===== src/rtl/fft_pkg.sv =====
// Shared types and sizing for the FFT parallel-to-serial output sequencer.
package fft_pkg;

  localparam int unsigned PS_LANES  = 4;
  localparam int unsigned PS_BEATS  = 4;
  localparam int unsigned PS_POINTS = PS_LANES * PS_BEATS;
  localparam int unsigned PS_FCNT_W = 8;

  // Index width that never collapses to zero bits for a degenerate count of 1.
  function automatic int unsigned ps_idx_w(input int unsigned n);
    return (n < 2) ? 1 : $clog2(n);
  endfunction

  localparam int unsigned PS_LANE_W = ps_idx_w(PS_LANES);
  localparam int unsigned PS_BEAT_W = ps_idx_w(PS_BEATS);
  localparam int unsigned PS_PTR_W  = ps_idx_w(PS_POINTS);

  typedef enum logic [1:0] {
    IDLE  = 2'd0,
    LOAD  = 2'd1,
    DRAIN = 2'd2
  } ps_state_t;

endpackage


===== src/rtl/p_s_ctrl_if.sv =====
// Load/drain handshake and register-file addressing bundle of the p_s_ctrl sequencer.
interface p_s_ctrl_if
  import fft_pkg::*;
#(
  parameter int unsigned N_LANES = PS_LANES,
  parameter int unsigned N_BEATS = PS_BEATS,
  parameter int unsigned FCNT_W  = PS_FCNT_W
) ();

  localparam int unsigned LANE_W = ps_idx_w(N_LANES);
  localparam int unsigned BEAT_W = ps_idx_w(N_BEATS);

  logic              in_valid;
  logic              in_ready;
  logic              ld_en;
  logic [BEAT_W-1:0] ld_beat;
  logic              ld_bank;
  logic              out_valid;
  logic              out_ready;
  logic [BEAT_W-1:0] rd_beat;
  logic [LANE_W-1:0] rd_lane;
  logic              rd_bank;
  logic              out_first;
  logic              out_last;
  logic [FCNT_W-1:0] frame_cnt;
  logic              busy;

  modport slave (
    input  in_valid, out_ready,
    output in_ready, ld_en, ld_beat, ld_bank,
    output out_valid, rd_beat, rd_lane, rd_bank, out_first, out_last,
    output frame_cnt, busy
  );

  modport master (
    output in_valid, out_ready,
    input  in_ready, ld_en, ld_beat, ld_bank,
    input  out_valid, rd_beat, rd_lane, rd_bank, out_first, out_last,
    input  frame_cnt, busy
  );

endinterface


===== src/rtl/ps_bank_tracker.sv =====
// Two-bank full flags with independent write/read bank toggles for ping-pong operation.
module ps_bank_tracker (
  input  logic clk,
  input  logic rst,
  input  logic i_wr_done,
  input  logic i_rd_done,
  output logic o_wr_bank,
  output logic o_rd_bank,
  output logic o_wr_full_n_c,
  output logic o_rd_full_n_c
);

  logic [1:0] r_full;
  logic       r_wr_bank;
  logic       r_rd_bank;
  logic [1:0] w_full_n;
  logic       w_wr_bank_n;
  logic       w_rd_bank_n;

  // A finishing write and a finishing read always target different banks.
  always_comb begin
    w_full_n = r_full;
    if (i_wr_done) w_full_n[r_wr_bank] = 1'b1;
    if (i_rd_done) w_full_n[r_rd_bank] = 1'b0;
    w_wr_bank_n = r_wr_bank ^ i_wr_done;
    w_rd_bank_n = r_rd_bank ^ i_rd_done;
  end

  always_ff @(posedge clk or posedge rst) begin
    if (rst) begin
      r_full    <= 2'b00;
      r_wr_bank <= 1'b0;
      r_rd_bank <= 1'b0;
    end else begin
      r_full    <= w_full_n;
      r_wr_bank <= w_wr_bank_n;
      r_rd_bank <= w_rd_bank_n;
    end
  end

  assign o_wr_bank     = r_wr_bank;
  assign o_rd_bank     = r_rd_bank;
  assign o_wr_full_n_c = w_full_n[w_wr_bank_n];
  assign o_rd_full_n_c = w_full_n[w_rd_bank_n];

endmodule


===== src/rtl/p_s_ctrl.sv =====
// Parallel-to-serial sequencer: loads N_BEATS beats, then walks all samples out in order.
// Define PS_CTRL_PINGPONG_EN for two-bank overlapped load/drain.
module p_s_ctrl
  import fft_pkg::*;
#(
  parameter int unsigned N_LANES = PS_LANES,
  parameter int unsigned N_BEATS = PS_BEATS,
  parameter int unsigned FCNT_W  = PS_FCNT_W
) (
  input  logic          clk,
  input  logic          rst,
  p_s_ctrl_if.slave     bus
);

  localparam int unsigned LANE_W   = ps_idx_w(N_LANES);
  localparam int unsigned BEAT_W   = ps_idx_w(N_BEATS);
  localparam int unsigned PTR_W    = LANE_W + BEAT_W;
  localparam int unsigned N_POINTS = N_LANES * N_BEATS;

  ps_state_t         r_state;
  ps_state_t         w_state_n;
  logic [BEAT_W-1:0] r_wr_ptr;
  logic [BEAT_W-1:0] w_wr_ptr_n;
  logic [PTR_W-1:0]  r_rd_ptr;
  logic [PTR_W-1:0]  w_rd_ptr_n;
  logic              r_in_ready;
  logic              r_out_valid;
  logic              r_out_first;
  logic              r_out_last;
  logic              r_busy;
  logic [FCNT_W-1:0] r_frame_cnt;

  logic w_acc;
  logic w_wr_done;
  logic w_xfer;
  logic w_rd_done;
  logic w_wr_bank;
  logic w_rd_bank;
  logic w_wr_full_n;
  logic w_rd_full_n;

  always_comb begin
    w_acc      = bus.in_valid & r_in_ready;
    w_wr_done  = w_acc & (r_wr_ptr == BEAT_W'(N_BEATS - 1));
    w_xfer     = r_out_valid & bus.out_ready;
    w_rd_done  = w_xfer & (r_rd_ptr == PTR_W'(N_POINTS - 1));
    w_wr_ptr_n = w_acc  ? r_wr_ptr + 1'b1 : r_wr_ptr;
    w_rd_ptr_n = w_xfer ? r_rd_ptr + 1'b1 : r_rd_ptr;
  end

`ifdef PS_CTRL_PINGPONG_EN
  ps_bank_tracker u_bank_tracker (
    .clk           (clk),
    .rst           (rst),
    .i_wr_done     (w_wr_done),
    .i_rd_done     (w_rd_done),
    .o_wr_bank     (w_wr_bank),
    .o_rd_bank     (w_rd_bank),
    .o_wr_full_n_c (w_wr_full_n),
    .o_rd_full_n_c (w_rd_full_n)
  );
`else
  logic r_full;
  logic w_full_n;

  // Single bank: loading is blocked while draining, so done events never coincide.
  assign w_full_n = w_wr_done | (r_full & ~w_rd_done);

  always_ff @(posedge clk or posedge rst) begin
    if (rst) r_full <= 1'b0;
    else     r_full <= w_full_n;
  end

  assign w_wr_bank   = 1'b0;
  assign w_rd_bank   = 1'b0;
  assign w_wr_full_n = w_full_n;
  assign w_rd_full_n = w_full_n;
`endif

  always_ff @(posedge clk or posedge rst) begin
    if (rst) r_state <= IDLE;
    else     r_state <= w_state_n;
  end

  // DRAIN persists while any bank is full; otherwise a partial load means LOAD.
  always_comb begin
    w_state_n = r_state;
    unique case (r_state)
      IDLE:    if (w_acc)        w_state_n = w_rd_full_n ? DRAIN : LOAD;
      LOAD:    if (w_rd_full_n)  w_state_n = DRAIN;
      DRAIN:   if (!w_rd_full_n) w_state_n = (w_wr_ptr_n != '0) ? LOAD : IDLE;
      default: w_state_n = IDLE;
    endcase
  end

  always_ff @(posedge clk or posedge rst) begin
    if (rst) begin
      r_wr_ptr    <= '0;
      r_rd_ptr    <= '0;
      r_in_ready  <= 1'b0;
      r_out_valid <= 1'b0;
      r_out_first <= 1'b0;
      r_out_last  <= 1'b0;
      r_busy      <= 1'b0;
      r_frame_cnt <= '0;
    end else begin
      r_wr_ptr    <= w_wr_ptr_n;
      r_rd_ptr    <= w_rd_ptr_n;
      r_in_ready  <= ~w_wr_full_n;
      r_out_valid <= w_rd_full_n;
      r_out_first <= w_rd_full_n & (w_rd_ptr_n == '0);
      r_out_last  <= w_rd_full_n & (w_rd_ptr_n == PTR_W'(N_POINTS - 1));
      r_busy      <= (w_state_n != IDLE);
      if (w_rd_done) r_frame_cnt <= r_frame_cnt + 1'b1;
    end
  end

  assign bus.in_ready  = r_in_ready;
  assign bus.ld_en     = w_acc;
  assign bus.ld_beat   = r_wr_ptr;
  assign bus.ld_bank   = w_wr_bank;
  assign bus.out_valid = r_out_valid;
  assign bus.rd_lane   = r_rd_ptr[LANE_W-1:0];
  assign bus.rd_beat   = r_rd_ptr[PTR_W-1:LANE_W];
  assign bus.rd_bank   = w_rd_bank;
  assign bus.out_first = r_out_first;
  assign bus.out_last  = r_out_last;
  assign bus.frame_cnt = r_frame_cnt;
  assign bus.busy      = r_busy;

endmodule


===== src/flat_wrapper.sv =====
// flat-port wrapper written by rule: the top's interface ports become plain ports
module p_s_ctrl_flat import fft_pkg::*;
#(
  parameter int unsigned N_LANES = PS_LANES,
  parameter int unsigned N_BEATS = PS_BEATS,
  parameter int unsigned FCNT_W  = PS_FCNT_W
)
  (clk, rst, bus_in_valid, bus_out_ready, bus_in_ready, bus_ld_en, bus_ld_beat, bus_ld_bank, bus_out_valid, bus_rd_beat, bus_rd_lane, bus_rd_bank, bus_out_first, bus_out_last, bus_frame_cnt, bus_busy);
  p_s_ctrl_if #(.N_LANES(N_LANES), .N_BEATS(N_BEATS), .FCNT_W(FCNT_W)) bus_i ();
  input  logic clk;
  input  logic rst;
  input wire logic [$bits(bus_i.in_valid)-1:0] bus_in_valid;
  input wire logic [$bits(bus_i.out_ready)-1:0] bus_out_ready;
  output wire logic [$bits(bus_i.in_ready)-1:0] bus_in_ready;
  output wire logic [$bits(bus_i.ld_en)-1:0] bus_ld_en;
  output wire logic [$bits(bus_i.ld_beat)-1:0] bus_ld_beat;
  output wire logic [$bits(bus_i.ld_bank)-1:0] bus_ld_bank;
  output wire logic [$bits(bus_i.out_valid)-1:0] bus_out_valid;
  output wire logic [$bits(bus_i.rd_beat)-1:0] bus_rd_beat;
  output wire logic [$bits(bus_i.rd_lane)-1:0] bus_rd_lane;
  output wire logic [$bits(bus_i.rd_bank)-1:0] bus_rd_bank;
  output wire logic [$bits(bus_i.out_first)-1:0] bus_out_first;
  output wire logic [$bits(bus_i.out_last)-1:0] bus_out_last;
  output wire logic [$bits(bus_i.frame_cnt)-1:0] bus_frame_cnt;
  output wire logic [$bits(bus_i.busy)-1:0] bus_busy;
  assign bus_i.in_valid = bus_in_valid;
  assign bus_i.out_ready = bus_out_ready;
  assign bus_in_ready = bus_i.in_ready;
  assign bus_ld_en = bus_i.ld_en;
  assign bus_ld_beat = bus_i.ld_beat;
  assign bus_ld_bank = bus_i.ld_bank;
  assign bus_out_valid = bus_i.out_valid;
  assign bus_rd_beat = bus_i.rd_beat;
  assign bus_rd_lane = bus_i.rd_lane;
  assign bus_rd_bank = bus_i.rd_bank;
  assign bus_out_first = bus_i.out_first;
  assign bus_out_last = bus_i.out_last;
  assign bus_frame_cnt = bus_i.frame_cnt;
  assign bus_busy = bus_i.busy;
  p_s_ctrl #(.N_LANES(N_LANES), .N_BEATS(N_BEATS), .FCNT_W(FCNT_W)) u_core (.clk(clk), .rst(rst), .bus(bus_i));
endmodule

===== config.mk =====
export PLATFORM = sky130hd
export DESIGN_NAME = p_s_ctrl_flat
export DESIGN_NICKNAME = d
export VERILOG_FILES = /design/src/rtl/fft_pkg.sv /design/src/rtl/p_s_ctrl_if.sv /design/src/rtl/ps_bank_tracker.sv /design/src/rtl/p_s_ctrl.sv /design/src/flat_wrapper.sv
export SDC_FILE = /design/constraint.sdc
export NUM_CORES = 1
export LEC_CHECK = 0
export CAP_MARGIN = 20
export CORE_MARGIN = 8
export CORE_UTILIZATION = 46
export DETAILED_ROUTE_END_ITERATION = 8
export PLACE_DENSITY = 0.77
export SLEW_MARGIN = 20
export SYNTH_ARGS = -nofsm -noshare
export SYNTH_HDL_FRONTEND = slang
export SYNTH_HIERARCHICAL = 1
export SYNTH_SLANG_ARGS = --single-unit

===== constraint.sdc =====
create_clock -name clk -period 1.6 [get_ports clk]
set_input_delay 0.16 -clock clk [delete_from_list [all_inputs] [get_ports clk]]
set_output_delay 0.16 -clock clk [all_outputs]
set_load 0.02 [all_outputs]

Word level (Yosys, flattened, before mapping) --
Index checks and enable logic that the tools add are counted.
Storage, ports and cells: flip-flop bits (word level) 21, word-level logic and storage cells 39
Cells by class: add/subtract/negate cells 3, equal/unequal tests 5, multiplexer cells 8, bitwise operators 10, reductions and logical operators 4
Operators by type and width (count):
- 2-bit 2-to-1 mux | 5
- 8-bit by 1-bit adder with 8-bit output (second input constant) | 1
- 4-bit equality test (second input constant) | 2
- 1-bit AND | 7
- 2-bit one-hot mux with 3 select lines | 1
- 4-bit by 1-bit adder with 4-bit output (second input constant) | 1
- 2-bit equality test (second input constant) | 2
- 4-bit logical NOT | 1
- 4-bit 2-to-1 mux | 1
- 2-bit nonzero test | 2
- 2-bit by 1-bit adder with 2-bit output (second input constant) | 1
- 2-bit by 1-bit equality test with 1-bit output (second input constant) | 1
- 2-bit logical NOT | 1
- 1-bit NOT | 2
- 1-bit 2-to-1 mux | 1
- 1-bit OR | 1

Logic depth before layout (Yosys ltp) --
Gate-level depths: netlist (run 1).
word-level depth 9, mapped depth 5

Worst setup path after synthesis (run 1) --
Ideal clock, no wire load.
path type flip-flop to flip-flop, start register u_core.r_rd_ptr[0], end register u_core.r_busy, in the netlist u_core/bus.busy, library setup time 0.133 ns, arrival 1.441 ns, setup slack 0.026 ns, cell stages (with the launch flop) 6, cells stage by stage dfrtp_1 > ha_1 > nand2_1 > o21a_1 > o41ai_1 > a21oi_1
On the way: longest elaborated chain between the ends 9, elaborated cells between the ends (all ways) 11
RTL lines:
- start, declared | RTL line p_s_ctrl.sv:24 | logic [PTR_W-1:0] r_rd_ptr;
- start signal, assigned | RTL line p_s_ctrl.sv:108 | r_rd_ptr <= w_rd_ptr_n;
- 4-bit equality test * | RTL line p_s_ctrl.sv:46 | w_rd_done = w_xfer & (r_rd_ptr == PTR_W'(N_POINTS - 1));
- 1-bit AND * | RTL line p_s_ctrl.sv:46
- 1-bit NOT * | RTL line p_s_ctrl.sv:67 | assign w_full_n = w_wr_done | (r_full & ~w_rd_done);
- 1-bit AND * | RTL line p_s_ctrl.sv:67
- 1-bit OR * | RTL line p_s_ctrl.sv:67
- 2-bit 2-to-1 mux (2 in a row) | RTL line p_s_ctrl.sv:89 | IDLE: if (w_acc) w_state_n = w_rd_full_n ? DRAIN : LOAD;
- 2-bit one-hot mux with 3 select lines * | RTL line p_s_ctrl.sv:88 | unique case (r_state)
- 2-bit nonzero test * | RTL line p_s_ctrl.sv:113 | r_busy <= (w_state_n != IDLE);
- end signal, assigned | RTL line p_s_ctrl.sv:113
- end, declared | RTL line p_s_ctrl.sv:30 | logic r_busy;
Every way passes the cells marked *; elsewhere a longest branch is shown, timed or not. A chain may end at the register's enable or synchronous reset.

Worst setup path after layout (run 1) --
start register u_core.r_frame_cnt[4], in the netlist u_core/bus.frame_cnt[4], end output bus_frame_cnt[4]
RTL lines:
- start, declared | RTL line p_s_ctrl.sv:31 | logic [FCNT_W-1:0] r_frame_cnt;
- start signal, assigned | RTL line p_s_ctrl.sv:114 | if (w_rd_done) r_frame_cnt <= r_frame_cnt + 1'b1;
- end, declared | RTL line flat_wrapper.sv:24 | output wire logic [$bits(bus_i.frame_cnt)-1:0] bus_frame_cnt;
No word-level cell between the ends.

==> summary.txt, run 1 <==
STA
  – Pins Over Slew Limit: 0
  – Highest Clock Rate: 651 MHz
  – Final setup vio count: 0
  – Hold Fails Final Rpt: 0
  – Setup TNS: 0 ns
  – Fin crit share: 0.960
  – Min cycle time layout: 1.54 ns
  – Clk_skew: 0.00149 ns
  – Post-route setup slack: 0.0640 ns
  – RSZ-0062 raised after global routing: no

Setup path
  – Crit Path Class: flip-flop to primary output
  – Slowest stage delay, CP: 0.63 ns
  – WP buf/inv: 1
  – Critical path capture point type: primary output
  – CP Max Fanout: 5
  – Crit path max-delay family: buffers and inverters
  – Crit-path cells: clkdlybuf4s50_1
  – Crit-path slowest cell: clkdlybuf4s50_1
  – Worst path required time: 1.44 ns
  – CP startpoint kind: flip-flop
  – Arrival time worst endpoint: 1.38 ns

Logic synthesis
  – Syn_area_per_cell: 10.7 um^2
  – Multiplexer share of the synthesized area: 0.0233
  – Register area share after synthesis: 0.543
  – Post-synth cell types: 27
  – Adder-Cell Fraction of Synth Area: 0.0388
  – Share of synthesized cell area in and, or, nand and nor gates: 0.189
  – Mapped Cells: 90
  – Compound-gate portion of the synthesized area: 0.0750
  – Warnings from Yosys: 6
  – Main combinational cell family by area after synthesis: simple AND/OR/NAND/NOR gates
  – Xor/xnor share of the synthesized area: 0.0996
  – Register bit total from synthesis: 21
  – Syn Std Cell Area: 967 um^2

Outcome
  – Outcome: finished clean

CTS
  – Clk Latency, worst-skew pair: 0.31 ns
  – Setup Buffers After CTS: 0
  – CTS tree: yes
  – Hold buffer count at cts: 0
  – H-Tree Depth: 1
  – Root buffer cell: clkbuf_4
  – CTS buffer count: 3
  – CTS max path bufs: 2
  – Resize count post-CTS: 1
  – Sink Count: 21
  – Clk slew on worst S/H paths: 0.11 ns

Placement
  – Buffers on Ports: 23
  – HPWL after DPL: 1600 um
  – Pre-CTS setup slack: 0.0381 ns
  – Gp weighted congestion: 0.788

Routing
  – Total Routed Length: 2080 um
  – Routed Antenna Nets: 0
  – DRC: 0
  – DRT Pass-1 Iters: 4
  – Average wire per standard cell: 13.8 um
  – Average vias per placed instance: 5.18
  – First-iteration detailed-routing DRC count: 16
  – Via count: 782

Cells and area
  – Nets@finish: 132
  – # diodes: 0
  – Area Overhead vs Synth: 36.6%
  – Layout cells sized above 1: 0.145

Floorplan
  – Die area: 3830 um^2
  – Top-level port count: 26
  – # rows: 16
  – Die X-Extent: 61.9 um
  – Core Area: 1980 um^2
  – Chip height: 61.9 um
  – Initial Util: 0.488

GRT
  – Grt ovf: 0
  – Initial antenna violation count: 0
  – Vias in the first global route: 768
  – First-pass GRT wire length: 3370 um
  – Largest net degree at the start of global routing: 22
  – Total track usage: 0.121

Pwr
  – VDD IR max: 1.08 mV
  – Total chip power: 2.29 mW
  – Lkg Pwr: 0.659 nW
  – Power per cell area: 1730 nW/um^2

Hold path
  – Worst Hold Class: input pin to async pin

Run
  – # Max-Cap Violations: 0
-- through the flow --
step	util	instances	cell area, um^2	hold WS, ns
3_3_place_gp	0.646	147	1280	0.462
5_1_grt	0.667	151	1320	0.192
6_report	0.667	151	1320	0.162
3_5_place_dp	0.646	147	1280	0.478
2_1_floorplan	-	91	971	0.137
4_1_cts	0.658	151	1310	0.162
-- Yosys cell counts, drive strengths merged --
cell type  number  area (um^2)
dfrtp          21          526
nand2          10         37.5
nand3           8         45.0
xnor2           7         61.3
nor2            6         25.0
o21ai           5         25.0
a21oi           4         23.8
nor3            4         25.0
xor2            4         35.0
ha              3         37.5
inv             3         11.3
and3            2         12.5
buf             2         15.0
mux2            2         22.5
and4b           1         10.0
conb            1         3.75
nand2b          1         6.26
nand3b          1         7.51
nor3b           1         7.51
nor4            1         6.26
o21a            1         7.51
o31ai           1         7.51
o41ai           1         8.76
-- worst paths after layout --
kind / start / slack (ns) / cells past startpoint / end
setup / recovery: u_core/bus.frame_cnt[4] / 0.06 / 1 / bus_frame_cnt[4]
hold / removal: rst / 0.16 / 3 / u_core/r_state[0]
setup reg to reg: u_core/r_rd_ptr[0] / 0.13 / 5 / u_core/bus.busy
hold reg to reg: u_core/bus.frame_cnt[7] / 0.48 / 1 / u_core/bus.frame_cnt[7]
max in group asynchronous: rst / 1.23 / 3 / u_core/r_rd_ptr[2]
min in group clk: u_core/bus.frame_cnt[7] / 0.48 / 1 / u_core/bus.frame_cnt[7]
-- layout by cell type (no fill, tap or decap), types with 3 or more instances in the layout --
cell             synthesis  routed
a21oi_1                  3       3
buf_4                    2       8
clkbuf_4                 0       3
clkdlybuf4s50_1          0      16
dfrtp_1                 21      21
dlymetal6s2s_1           0       6
ha_1                     3       3
inv_1                    3       3
nand2_1                 10      10
nand3_1                  7       7
nor2_1                   5       5
nor3_1                   3       3
o21ai_0                  5       5
xnor2_1                  7       7
xor2_1                   4       4
-- area by class of cell --
cell class	count	area, um^2
multi-input cells	65	420
inverters	3	11.3
repair buffers	31	304
clock buffers	4	26.3
flip-flops and latches	21	526
well taps	27	33.8
fillers	155	661
-- logic make-up after synthesis --
group,Yosys count
and+or+nand+nor,35
DFF,21
AOI/OAI and AO/OA,12
xor gates and xnor gates,11
buffers and inverters,5
adders and majority gates,3
muxes,2
other,1
-- registers in the layout, summed over array words and instances (netlist names) --
signal and count:
u_core/bus.out_valid 1, u_core/r_state 2, u_core/bus.out_first 1, u_core/r_rd_ptr 4, u_core/bus.out_last 1, u_core/bus.in_ready 1
u_core/bus.ld_beat 2, u_core/bus.frame_cnt 8, u_core/bus.busy 1
-- routing by layer --
metal | vias to the layer above | part of all wire | global-route usage
li1 | 372 | - | -
met1 | 362 | 0.40 | 0.131
met2 | 39 | 0.50 | 0.208
met3 | 9 | 0.074 | 0.0309
met4 | 0 | 0.028 | 0.0682
met5 | - | 0 | 0
-- where the power goes --
part	internal [mW]	switching, mW	total, mW	leakage (nW)
Combinational	0.543	0.612	1.15	0.373
Sequential	0.702	0.171	0.873	0.271
Clock	0.0974	0.162	0.259	0.0150
Total	1.34	0.945	2.29	0.659
Note: power is estimated with default switching activity, not from simulation.
==> inputs of run 2 (changes only) <==
- CORE_MARGIN: 8 -> unset
- TNS_END_PERCENT: unset -> 10
==> run 2 against run 1 <==
Compared with the run above:
- via count down 3.6%
- flip-flop and latch count unchanged
- register-to-register slack about the same
- combinational power about the same
- global-route usage up 5.2 points
- core utilization down 0.28 points
- sequential power about the same
==> summary.txt, run 2 (same netlist as run 1, synthesis figures left out) <==
Outcome
  – Outcome: finished clean

Setup path
  – Arrival time worst endpoint: 1.36 ns (-0.02 ns)
  – Slowest stage delay, CP: 0.64 ns (about the same)
  – WP buf/inv: 1 (unchanged)
  – Crit path max-delay family: buffers and inverters
  – CP startpoint kind: flip-flop
  – CP Max Fanout: 5 (unchanged)
  – Crit Path Class: flip-flop to primary output
  – Worst path required time: 1.44 ns (about the same)
  – Crit-path slowest cell: clkdlybuf4s50_1
  – R2r setup slk: 0.14 ns (about the same)
  – Crit-path cells: clkdlybuf4s50_1
  – Worst r2r src: u_core/r_rd_ptr[0]
  – Critical path capture point type: primary output
  – RR Endpoint: u_core/bus.busy
  – Cell depth of the worst flop-to-flop path: 5 (unchanged)

Placement
  – Gp weighted congestion: 0.764 (-3.1%)
  – HPWL after DPL: 1280 um (-20%)
  – Buffers on Ports: 23 (unchanged)
  – Area after DPL: 1260 um^2 (-1.2%)

Cells and area
  – Nets@finish: 130 (-1.5%)
  – Post-Layout Inst Area: 1300 um^2 (-1.4%)
  – # diodes: 0 (unchanged)
  – Layout cells sized above 1: 0.131 (-0.0140)
  – Sequential cell area: 526 um^2 (unchanged)
  – Most frequent cells in the layout: 21 x dfrtp_1, 19 x clkdlybuf4s50_1, 10 x nand2_1
  – Largest register FFs: 8 (unchanged)
  – Area Overhead vs Synth: 34.7%
  – Layout fillers: 181 (+17%)
  – Multi-input gate area: 420 um^2 (unchanged)
  – Most common cell after layout, fill and taps aside: dfrtp_1

Floorplan
  – Core Area: 1960 um^2 (-1.0%)
  – Chip height: 47.9 um (-23%)
  – Top-level port count: 26 (unchanged)
  – Die area: 2290 um^2 (-40%)
  – Die X-Extent: 47.9 um (-23%)
  – Initial Util: 0.493 (+0.00498)
  – # rows: 16 (unchanged)

STA
  – Setup TNS: 0 ns (unchanged)
  – Final setup vio count: 0 (unchanged)
  – RSZ-0062 raised after global routing: no
  – Hold Fails Final Rpt: 0 (unchanged)
  – Clk_skew: 0.0109 ns (+0.00945 ns)
  – Fin crit share: 0.950 (-0.0103)
  – Highest Clock Rate: 658 MHz (+1.1%)
  – Pins Over Slew Limit: 0 (unchanged)
  – Min cycle time layout: 1.52 ns (-0.0165 ns)

Routing
  – Routed Antenna Nets: 0 (unchanged)
  – DRC: 0 (unchanged)
  – Average vias per placed instance: 5.06 (-2.3%)
  – Via count: 754 (-3.6%)
  – DRT Pass-1 Iters: 4 (unchanged)
  – Average wire per standard cell: 11.4 um (-17%)
  – Total Routed Length: 1710 um (-18%)
  – First-iteration detailed-routing DRC count: 7 (-9)

GRT
  – Largest net degree at the start of global routing: 22 (unchanged)
  – First-pass GRT wire length: 2790 um (-17%)
  – Grt ovf: 0 (unchanged)
  – Total track usage: 0.173 (+0.0523)
  – Vias in the first global route: 661 (-14%)
  – Initial antenna violation count: 0 (unchanged)

CTS
  – Resize count post-CTS: 0 (-1)
  – Clk Latency, worst-skew pair: 0.29 ns (-0.02 ns)
  – CTS tree: yes
  – Sink Count: 21 (unchanged)
  – Setup Buffers After CTS: 0 (unchanged)
  – Clk slew on worst S/H paths: 0.12 ns (about the same)
  – CTS max path bufs: 2 (unchanged)
  – H-Tree Depth: 1 (unchanged)
  – CTS buffer count: 3 (unchanged)
  – Root buffer cell: clkbuf_4
  – Hold buffer count at cts: 0 (unchanged)

Run
  – # Max-Cap Violations: 0 (unchanged)

Pwr
  – Lkg Pwr: 0.630 nW (-4.4%)
  – VDD IR max: 1.01 mV (-6.5%)
  – Power per cell area: 1730 nW/um^2 (-0.13%)

Hold path
  – Worst Hold Class: input pin to async pin
run 2: through the flow:
| stage | instances | util | total power [mW] | setup slack (ns) | hold slack, ns |
|---|---|---|---|---|---|
| floorplan | 91 | - | 1.53 | 0.0262 | 0.137 |
| global placement | 145 | 0.645 | 2.00 | 0.0438 | 0.462 |
| detailed placement | 145 | 0.645 | 2.03 | 0.0435 | 0.475 |
| CTS | 149 | 0.658 | 2.28 | 0.0210 | 0.176 |
| global route | 149 | 0.664 | 2.43 | 0.00612 | 0.231 |
| finish | 149 | 0.664 | 2.25 | 0.0805 | 0.179 |
run 2: per-layer routing:
metal	share of wire	global-route usage	vias to the layer above	wire, um
li1	-	-	370	-
met1	0.48	0.232	362	812
met2	0.48	0.292	20	821
met3	0.040	0.0340	2	68
met4	0.0023	0.0333	0	4
met5	0	0	-	0
run 2: power breakdown:
part	internal (mW)	switching, mW	total (mW)
clock network	0.0967	0.147	0.244
registers	0.702	0.174	0.876
logic	0.548	0.584	1.13
total	1.35	0.905	2.25
run 2: worst max-delay path by stage:
stage | end | startpoint | slack (ns) | depth (start not counted)
6_report | bus_out_valid | u_core/bus.out_valid | 0.08 | 1
5_1_grt | bus_ld_beat[1] | u_core/bus.ld_beat[1] | 0.006 | 1
4_1_cts | bus_rd_lane[0] | u_core/r_rd_ptr[0] | 0.02 | 2
3_5_place_dp | u_core/bus.frame_cnt[6] | bus_out_ready | 0.04 | 5
3_3_place_gp | u_core/bus.frame_cnt[6] | bus_out_ready | 0.04 | 5
2_1_floorplan | u_core/bus.busy | u_core/r_rd_ptr[0] | 0.03 | 5
run 2: cell type report:
cell class | instances | share of cell area
Clock buffer | 4 | 0.0202
Timing Repair Buffer | 29 | 0.219
Sequential cell | 21 | 0.403
Tap cell | 27 | 0.0259
Multi-Input combinational cell | 65 | 0.323
Inverter | 3 | 0.00865
